`src/rtl/fetch_unit.sv`:
```
// Instruction-fetch stage: issues one imem request per STATE_IF visit and registers the word for decode.
// Optional misaligned-PC trap enabled by defining FETCH_ALIGN_CHK_EN.
module fetch_unit #(
    parameter int                ADDR_W   = 32,
    parameter logic [ADDR_W-1:0] PC_RESET = '0,
    parameter logic [2:0]        STATE_IF = 3'd1
) (
    input  logic              clk,
    input  logic              rst_n,
    input  logic [2:0]        state,
    output logic              imem_req,
    output logic [ADDR_W-1:0] imem_addr,
    input  logic              imem_ack,
    input  logic [31:0]       imem_rdata,
    input  logic              pc_load,
    input  logic [ADDR_W-1:0] pc_load_val,
    output logic [31:0]       instruction,
    output logic [ADDR_W-1:0] pc,
    output logic [ADDR_W-1:0] pc_plus4,
    output logic              fetch_done,
    output logic              fetch_err
);

    // state  | meaning
    // F_IDLE | waiting for the control FSM to enter STATE_IF
    // F_WAIT | request outstanding, address held until imem_ack
    // F_DONE | word captured; parked here until STATE_IF is left
    typedef enum logic [1:0] {
        F_IDLE,
        F_WAIT,
        F_DONE
    } f_state_t;

    f_state_t          f_state, f_next;
    logic [ADDR_W-1:0] pc_next, pc_plus4_next, imem_addr_next;
    logic [31:0]       instruction_next;
    logic              imem_req_next, fetch_done_next;
    logic              in_if, issue_ok;

    assign in_if = (state == STATE_IF);

`ifdef FETCH_ALIGN_CHK_EN
    logic fetch_err_q, fetch_err_next;
    assign issue_ok  = (pc[1:0] == 2'b00);
    assign fetch_err = fetch_err_q;
`else
    assign issue_ok  = 1'b1;
    assign fetch_err = 1'b0;
`endif

    always_ff @(posedge clk or negedge rst_n) begin
        if (!rst_n) begin
            f_state     <= F_IDLE;
            pc          <= PC_RESET;
            pc_plus4    <= PC_RESET + ADDR_W'(4);
            imem_addr   <= PC_RESET;
            imem_req    <= 1'b0;
            instruction <= 32'h0;
            fetch_done  <= 1'b0;
`ifdef FETCH_ALIGN_CHK_EN
            fetch_err_q <= 1'b0;
`endif
        end else begin
            f_state     <= f_next;
            pc          <= pc_next;
            pc_plus4    <= pc_plus4_next;
            imem_addr   <= imem_addr_next;
            imem_req    <= imem_req_next;
            instruction <= instruction_next;
            fetch_done  <= fetch_done_next;
`ifdef FETCH_ALIGN_CHK_EN
            fetch_err_q <= fetch_err_next;
`endif
        end
    end

    always_comb begin
        f_next           = f_state;
        pc_next          = pc;
        pc_plus4_next    = pc_plus4;
        imem_addr_next   = imem_addr;
        imem_req_next    = imem_req;
        instruction_next = instruction;
        fetch_done_next  = 1'b0;
`ifdef FETCH_ALIGN_CHK_EN
        fetch_err_next   = fetch_err_q;
`endif

        unique case (f_state)
            F_IDLE: begin
                // imem_ack is deliberately ignored here: it can only be stale
                if (in_if) begin
                    if (issue_ok) begin
                        imem_req_next  = 1'b1;
                        imem_addr_next = pc;
                        f_next         = F_WAIT;
`ifdef FETCH_ALIGN_CHK_EN
                        fetch_err_next = 1'b0;
`endif
                    end else begin
                        instruction_next = 32'h0;
                        fetch_done_next  = 1'b1;
                        f_next           = F_DONE;
`ifdef FETCH_ALIGN_CHK_EN
                        fetch_err_next   = 1'b1;
`endif
                    end
                end
            end
            F_WAIT: begin
                if (imem_ack) begin
                    instruction_next = imem_rdata;
                    pc_plus4_next    = imem_addr + ADDR_W'(4);
                    pc_next          = imem_addr + ADDR_W'(4);
                    imem_req_next    = 1'b0;
                    fetch_done_next  = 1'b1;
                    // a transaction that outlived its IF visit must not park in F_DONE
                    f_next           = in_if ? F_DONE : F_IDLE;
                end
            end
            F_DONE: begin
                if (!in_if) f_next = F_IDLE;
            end
            default: f_next = F_IDLE;
        endcase

        // redirects win over the sequential increment, including on the ack edge
        if (pc_load) pc_next = pc_load_val;
    end

endmodule

```
`config.mk`:
```
export PLATFORM = sky130hd
export DESIGN_NAME = fetch_unit
export DESIGN_NICKNAME = d
export VERILOG_FILES = /design/src/rtl/fetch_unit.sv
export SDC_FILE = /design/constraint.sdc
export NUM_CORES = 1
export LEC_CHECK = 0
export BUFFER_PORTS_ARGS = -buffer_cell sky130_fd_sc_hd__buf_4
export CORE_ASPECT_RATIO = 0.6
export CORE_MARGIN = 3
export CORE_UTILIZATION = 45
export DETAILED_ROUTE_END_ITERATION = 8
export HOLD_SLACK_MARGIN = 0.03
export PLACE_DENSITY = 0.86
export SYNTH_ARGS = -nofsm -noshare
export SYNTH_HDL_FRONTEND = slang
export SYNTH_SLANG_ARGS = --single-unit
export TNS_END_PERCENT = 50
```
`constraint.sdc`:
```
create_clock -name clk -period 1.63 [get_ports clk]
set_input_delay 0.2445 -clock clk [delete_from_list [all_inputs] [get_ports clk]]
set_output_delay 0.2445 -clock clk [all_outputs]
set_load 0.02 [all_outputs]
```
==> results of run 1 <==
[registers in the layout, indices dropped and copies added (netlist names)]
register     cells
pc              32
pc_plus4        32
imem_req         1
imem_addr       32
fetch_done       1
f_state          2
instruction     32
[area by class of cell]
type | instances | area [um2] | share of cell area (%)
inverter | 5 | 18.8 | 0.211
sequential | 132 | 3330 | 37.4
tap | 165 | 206 | 2.32
timing repair buffer | 289 | 2350 | 26.4
clock inverter | 9 | 82.6 | 0.930
clock buffer | 22 | 464 | 5.23
multi-input combinational | 396 | 2440 | 27.5
[per-stage QoR]
step,power (mW),hold WS (ps)
2_1_floorplan,6.91,-51.1
3_3_place_gp,9.12,199
3_5_place_dp,9.26,207
4_1_cts,12.9,30.2
5_1_grt,13.6,30.9
6_report,12.9,39.7
[path summary, 6_finish.rpt]
check	to	slack [ps]
worst max-delay path	pc[28]$_DFFE_PN0P_	-130
worst min-delay path	instruction[5]$_DFFE_PN0P_	40
worst max register to register	pc[28]$_DFFE_PN0P_	-130
worst min register to register	instruction[14]$_DFFE_PN0P_	470
max in group asynchronous	pc_plus4[2]$_DFFE_PN1P_	690
min in group asynchronous	imem_addr[22]$_DFFE_PN0P_	330
[worst max-delay path: cells and delay by family (launching register included)]
kind / cells / cell delay, ps
AOI/OAI and AO/OA: 3 / 430
adders and majority gates: 1 / 160
buffers and inverters: 2 / 290
DFF: 1 / 390
and+or+nand+nor: 2 / 370
[cell usage after synthesis (7+ instances only)]
master	instances	area share, %
sky130_fd_sc_hd__xor2_1	13	2.0
sky130_fd_sc_hd__clkbuf_1	22	1.4
sky130_fd_sc_hd__nand4_1	8	0.88
sky130_fd_sc_hd__o31ai_1	7	0.92
sky130_fd_sc_hd__a21oi_1	17	1.5
sky130_fd_sc_hd__xnor2_1	8	1.2
sky130_fd_sc_hd__o221ai_1	11	1.7
sky130_fd_sc_hd__mux2_2	32	6.3
sky130_fd_sc_hd__dfrtp_1	131	57
sky130_fd_sc_hd__nor2_1	47	3.1
sky130_fd_sc_hd__nand3_1	8	0.70
sky130_fd_sc_hd__nand2_1	170	11
sky130_fd_sc_hd__o21ai_0	25	2.2
[power by group through the flow]
stage	combinational, mW	sequential [mW]	clock [mW]
after CTS	4.59	4.71	3.59
after floorplan	1.10	5.80	0
after global routing	5.04	4.80	3.75
after detailed placement	4.52	4.74	0
after global placement	4.42	4.71	0
final	4.69	4.71	3.54
[per-layer routing]
layer	GRT usage [%]	up-vias
li1	-	2456
met1	31.4	2558
met2	40.2	231
met3	8.47	16
met4	5.28	0
met5	0	-
[cell families (layout without fill, tap and decap cells)]
logic type | Yosys count | in the layout | synth area share (%)
AND/OR/NAND/NOR | 262 | 262 | 20.3
multiplexers | 33 | 33 | 6.48
buffers and inverters | 40 | 325 | 3.02
adder cells (fa/ha/maj) | 1 | 1 | 0.219
XOR/XNOR | 21 | 21 | 3.22
other | 1 | 1 | 0.0656
flip-flops | 132 | 132 | 57.8
AO/OA/AOI/OAI | 78 | 78 | 8.83
[what timing repair did]
action,CTS,global route
endpoints found under the setup margin,30,40
cloned,0,1
endpoints found under the hold margin,59,0
hold buffers,23,0
buffers inserted,1,8
pin swaps,1,24
gates resized for setup,8,39
==> summary.md, run 1 <==
| Metric | Value |
|---|---|
| Routability congestion estimate from global placement | `0.884` |
| TritonCTS clock tree | `built` |
| Post-Syn Nets | `640` |
| Least setup slack across all paths after layout | `-133 ps` |
| Power share of the combinational group | `between 30% and 40%` |
| Part of the power in the clock network | `27.4%` |
| Die area | `0.0141 mm2` |
| Setup TNS after final layout | `-1290 ps` |
| Total routing resource utilization after global routing | `24.4%` |
| Uppermost signal routing layer after detailed routing | `met4` |
| IO Count | `202` |
| WS Path Type | `reg -> reg` |
| Routed len/inst | `between 15 and 20 um` |
| Post-DP Area | `0.00786 mm2` |
| Routed length on met3 | `1840 um` |
| Worst-case reg-to-reg path depth | `8` |
| Number of stages on the worst hold path | `3` |
| Share of synthesized area occupied by flip-flops and latches | `57.8%` |
| Number of global-route vias before repair | `around 5,300` |
| Post-detailed-routing wire length | `between 15,000 and 20,000 um` |
| DP Cell Count | `954` |
| Critical-path cell with the highest stage delay | `sky130_fd_sc_hd__dfrtp_2` |
| Final-layout fill cell count | `between 800 and 900` |
| Worst-Skew Late Latency | `410 ps` |
| Total number of yosys warnings | `0` |
| Total count of max-transition violations in the final report | `0` |
| Static Leakage | `4.38 nW` |
| Most frequent standard cell in the layout excluding fill and tap cells | `sky130_fd_sc_hd__buf_4` |
| Number of clock sinks seen by CTS | `~130` |
| Synthesized instance count | `568` |
| Number of synthesized flops with an enable pin | `0` |
| Crit Path Max Fanout | `6` |
| Met2 Routed Length | `between 8000 and 9000 um` |
| Async S/R FF share, synth | `100%` |
| Wire length of the first global-routing pass | `26,700 um` |
| Share of the cycle needed by the critical path after routing | `108%` |
| Final hold violation count | `0` |
| Port Buffers | `200` |
| Maximum cell stage delay along the critical path | `~390 ps` |
| Post-synthesis cell area | `0.00571 mm2` |
| Type of origin of the critical path | `flop` |
| Layout overhead on the synthesized area | `55.5%` |
| Final-report setup violation count | `22` |
| Count of distinct cell types in the synthesized netlist | `49` |
| Placement Rows | `31` |
| Sort of element at the end of the critical path | `flop` |
| Dominant synthesized flop cell | `sky130_fd_sc_hd__dfrtp_1` |
| Ant diodes | `0` |
| Commonest non-fill, non-tap cells in the layout | `sky130_fd_sc_hd__buf_4 (253), sky130_fd_sc_hd__nand2_1 (168), sky130_fd_sc_hd__dfrtp_1 (114)` |
| RSZ-0062 raised after global routing | `yes` |
| Share of cells above drive strength 1 | `about 45%` |
| Vias per std cell | `5.17` |
| Deepest level of the CTS H-tree | `4` |
| Net Switching | `between 4 and 5 mW` |
| Setup slack at placement | `-210 ps` |
| Worst reg2reg path startpoint | `imem_addr[3]$_DFFE_PN0P_` |
| DR DRC count | `0` |
| Clock Skew | `~11 ps` |
| Internal Dissipation | `8.42 mW` |
| Largest voltage drop on the vdd net | `933 uV` |
| Number of max-cap violations | `0` |
| GRT Residual Overflow | `0` |
| Final Net Count | `913` |
| Largest net degree at the start of global routing | `just over 40` |
| Clock-pin slew of the registers on the worst-case setup and hold paths | `60 ps` |
| Non-Filler Instances | `1,018` |
| Required time at the endpoint of the critical path | `1920 ps` |
| Arrival time at the worst endpoint | `2050 ps` |
| Number of buffers added by the clock tree synthesis step | `17` |
| Time the final worst path needs with I/O delays and setup | `around 1800 ps` |
| Max frequency | `567 MHz` |
| Detail Route Antenna Nets | `0` |
| Violated checks | `setup timing` |
| Die width | `between 150 and 200 um` |
| Clock root cell | `sky130_fd_sc_hd__clkbuf_16` |
| FF+latch count, synth | `132` |
| Mean instance size in the synthesized netlist | `approximately 10 um2` |
| Die Span Y | `approximately 93 um` |
| Seq pwr share | `36.4%` |
| Iter 0 DRT Violations | `260` |
| Max Buffers Root-to-Sink | `2` |
| Starting utilization of the core area | `46.8%` |
| Post-DP HPWL | `12,300 um` |
| Cell area after layout | `0.00888 mm2` |
| Detailed-router iteration count before antenna repair | `5` |
| Switching share of total power | `35.0%` |
| Run status | `complete, but fails checks` |
| Power per standard cell area | `around 1500 mW/mm2` |
| Area inside the core boundary | `0.0122 mm2` |
| Routed length on met1 | `7360 um` |
| Number of antenna violations at the first check in global routing | `0` |
| Vias | `5,261` |
| Min-Delay Path Class | `in -> reg` |
| Launch point of the worst path | `imem_addr[3]$_DFFE_PN0P_` |
| Hold Startpoint | `imem_rdata[5]` |
| List of cells traversed by the critical path | `ha_4, nand2_4, nor4_4, buf_4, buf_6, a31o_2, a311oi_1, a21o_1` |
| Utilization after layout | `72.7%` |
(Power assumes the default switching activity.)
==> run 2, diff against run 1 <==
==> constraint.sdc (replaced) <==
create_clock -name clk -period 1.63 [get_ports clk]
set_input_delay 0.0815 -clock clk [delete_from_list [all_inputs] [get_ports clk]]
set_output_delay 0.0815 -clock clk [all_outputs]
set_load 0.02 [all_outputs]
==> summary.md, run 2 (synthesis results as in run 1) <==
| Metric | Value |
|---|---|
| Time the final worst path needs with I/O delays and setup | `~1700 ps` |
| Max Buffers Root-to-Sink | `2` |
| TritonCTS clock tree | `built` |
| Cell area after layout | `between 0.009 and 0.01 mm2` |
| Most frequent standard cell in the layout excluding fill and tap cells | `sky130_fd_sc_hd__buf_4` |
| Final-report setup violation count | `6` |
| Crit Path Max Fanout | `3` |
| Multi-input gate area in the final layout | `between 0.002 and 0.0025 mm2` |
| Static Leakage | `4.53 nW` |
| Setup TNS after final layout | `-140 ps` |
| Violated checks | `setup timing` |
| Layout overhead on the synthesized area | `63.8%` |
| GRT Residual Overflow | `0` |
| DP Cell Count | `951` |
| Die width | `around 150 um` |
| Slack of the worst reg-to-reg path | `-50 ps` |
| Placement Rows | `31` |
| WS Path Type | `reg -> reg` |
| IO Count | `202` |
| Worst-case reg-to-reg path depth | `6` |
| Clock Skew | `10.6 ps` |
| Clock root cell | `sky130_fd_sc_hd__clkbuf_16` |
| Vias | `5,530` |
| RSZ-0062 raised after global routing | `yes` |
| Clock-pin slew of the registers on the worst-case setup and hold paths | `60 ps` |
| Final hold violation count | `0` |
| Largest voltage drop on the vdd net | `between 800 and 900 uV` |
| Number of stages on the worst hold path | `3` |
| Power per standard cell area | `1420 mW/mm2` |
| Final Net Count | `between 900 and 1,000` |
| Number of max-cap violations | `0` |
| Run status | `complete, but fails checks` |
| Number of global-route vias before repair | `between 5,000 and 6,000` |
| Number of clock sinks seen by CTS | `approximately 130` |
| Largest net degree at the start of global routing | `45` |
| Share of cells above drive strength 1 | `42.9%` |
| DR DRC count | `0` |
| Post-DP HPWL | `~12,000 um` |
| Port Buffers | `200` |
| Detailed-router iteration count before antenna repair | `5` |
| Flip-flop and latch area | `0.00333 mm2` |
| Min-Delay Path Class | `in -> reg` |
| Total routing resource utilization after global routing | `around a quarter` |
| Worst-Skew Late Latency | `410 ps` |
| Die area | `0.0141 mm2` |
| Sort of element at the end of the critical path | `flop` |
| Area inside the core boundary | `0.0122 mm2` |
| Least setup slack across all paths after layout | `-49.3 ps` |
| Starting utilization of the core area | `~47%` |
| Share of the cycle needed by the critical path after routing | `103%` |
| Sum of internal, switching and leakage power | `13.3 mW` |
| Arrival time at the worst endpoint | `between 2000 and 2500 ps` |
| Type of origin of the critical path | `flop` |
| Wire length of the first global-routing pass | `~29,000 um` |
| Vias per std cell | `5.23` |
| Final-layout fill cell count | `767` |
| Utilization after layout | `76.6%` |
| Final-layout worst hold slack | `93.9 ps` |
| Routability congestion estimate from global placement | `roughly 0.85` |
| Die Span Y | `93.3 um` |
| Commonest non-fill, non-tap cells in the layout | `sky130_fd_sc_hd__buf_4 (246), sky130_fd_sc_hd__nand2_1 (168), sky130_fd_sc_hd__dfrtp_1 (114)` |
| Routed len/inst | `17.8 um` |
| Number of antenna violations at the first check in global routing | `1` |
| Post-detailed-routing wire length | `18,800 um` |
| Total count of max-transition violations in the final report | `0` |
| Deepest level of the CTS H-tree | `4` |
| Max frequency | `595 MHz` |
| Non-Filler Instances | `1,057` |
| Required time at the endpoint of the critical path | `1970 ps` |
| Detail Route Antenna Nets | `0` |
| Setup slack at placement | `-82.6 ps` |
| Number of buffers added by the clock tree synthesis step | `17` |
| Post-DP Area | `a little under 0.008 mm2` |
| Iter 0 DRT Violations | `232` |
## run 2: changes by cell type in the layout (fill, tap and decap cells not counted), sizes merged
cell and delta:
dlygate4sd3 +44, buf -6, clkbuf -4, clkinvlp +3, bufinv +1, clkinv -1, diode +1, inv +1
## run 2: final cells by class
type                       instances  area share [%]
clock buffer                      18            4.69
clock inverter                    13            1.44
inverter                           5           0.201
sequential                       132            35.5
timing repair buffer             327            29.6
antenna                            1          0.0267
tap                              165            2.21
multi-input combinational        396            26.3
## run 2: repair_timing
action | in CTS | in global routing
endpoints found under the setup margin | 23 | 40
hold buffers | 67 | 0
resized for setup | 10 | 27
pin swaps | 3 | 19
hold endpoints to repair | 167 | 0
setup buffers | 1 | 6
## run 2: path summary, 6_finish.rpt
check	from	to
max in group asynchronous	rst_n	instruction[31]$_DFFE_PN0P_
worst min-delay path	pc_load	pc[16]$_DFFE_PN0P_
min in group asynchronous	rst_n	pc_plus4[23]$_DFFE_PN0P_
worst max-delay path	imem_addr[17]$_DFFE_PN0P_	pc[28]$_DFFE_PN0P_
worst max register to register	imem_addr[17]$_DFFE_PN0P_	pc[28]$_DFFE_PN0P_
worst min register to register	pc_plus4[1]$_DFFE_PN0P_	pc_plus4[1]$_DFFE_PN0P_
## run 2: per-layer routing
metal / wire length [um] / share of wire (%) / global-route usage (%)
met1: 7830 / 42 / 33.0
met2: 8960 / 48 / 43.7
met3: 1720 / 9.1 / 7.85
met4: 286 / 1.5 / 8.52
met5: 0 / 0 / 0
## run 2: worst max-delay path, cell delays in order, from the launching register on
cell and delay [ps]:
sky130_fd_sc_hd__dfrtp_2 360, sky130_fd_sc_hd__nand4_1 170, sky130_fd_sc_hd__buf_4 210, sky130_fd_sc_hd__nor4_4 310, sky130_fd_sc_hd__nand4_1 160, sky130_fd_sc_hd__a311oi_1 300
sky130_fd_sc_hd__a21o_1 110
## run 2: report_power, final
group / leakage, nW / total, mW / internal (mW) / switching (mW)
Sequential: 1.60 / 4.72 / 4.13 / 0.594
Clock: 0.270 / 3.71 / 2.28 / 1.44
Combinational: 2.66 / 4.83 / 2.19 / 2.64
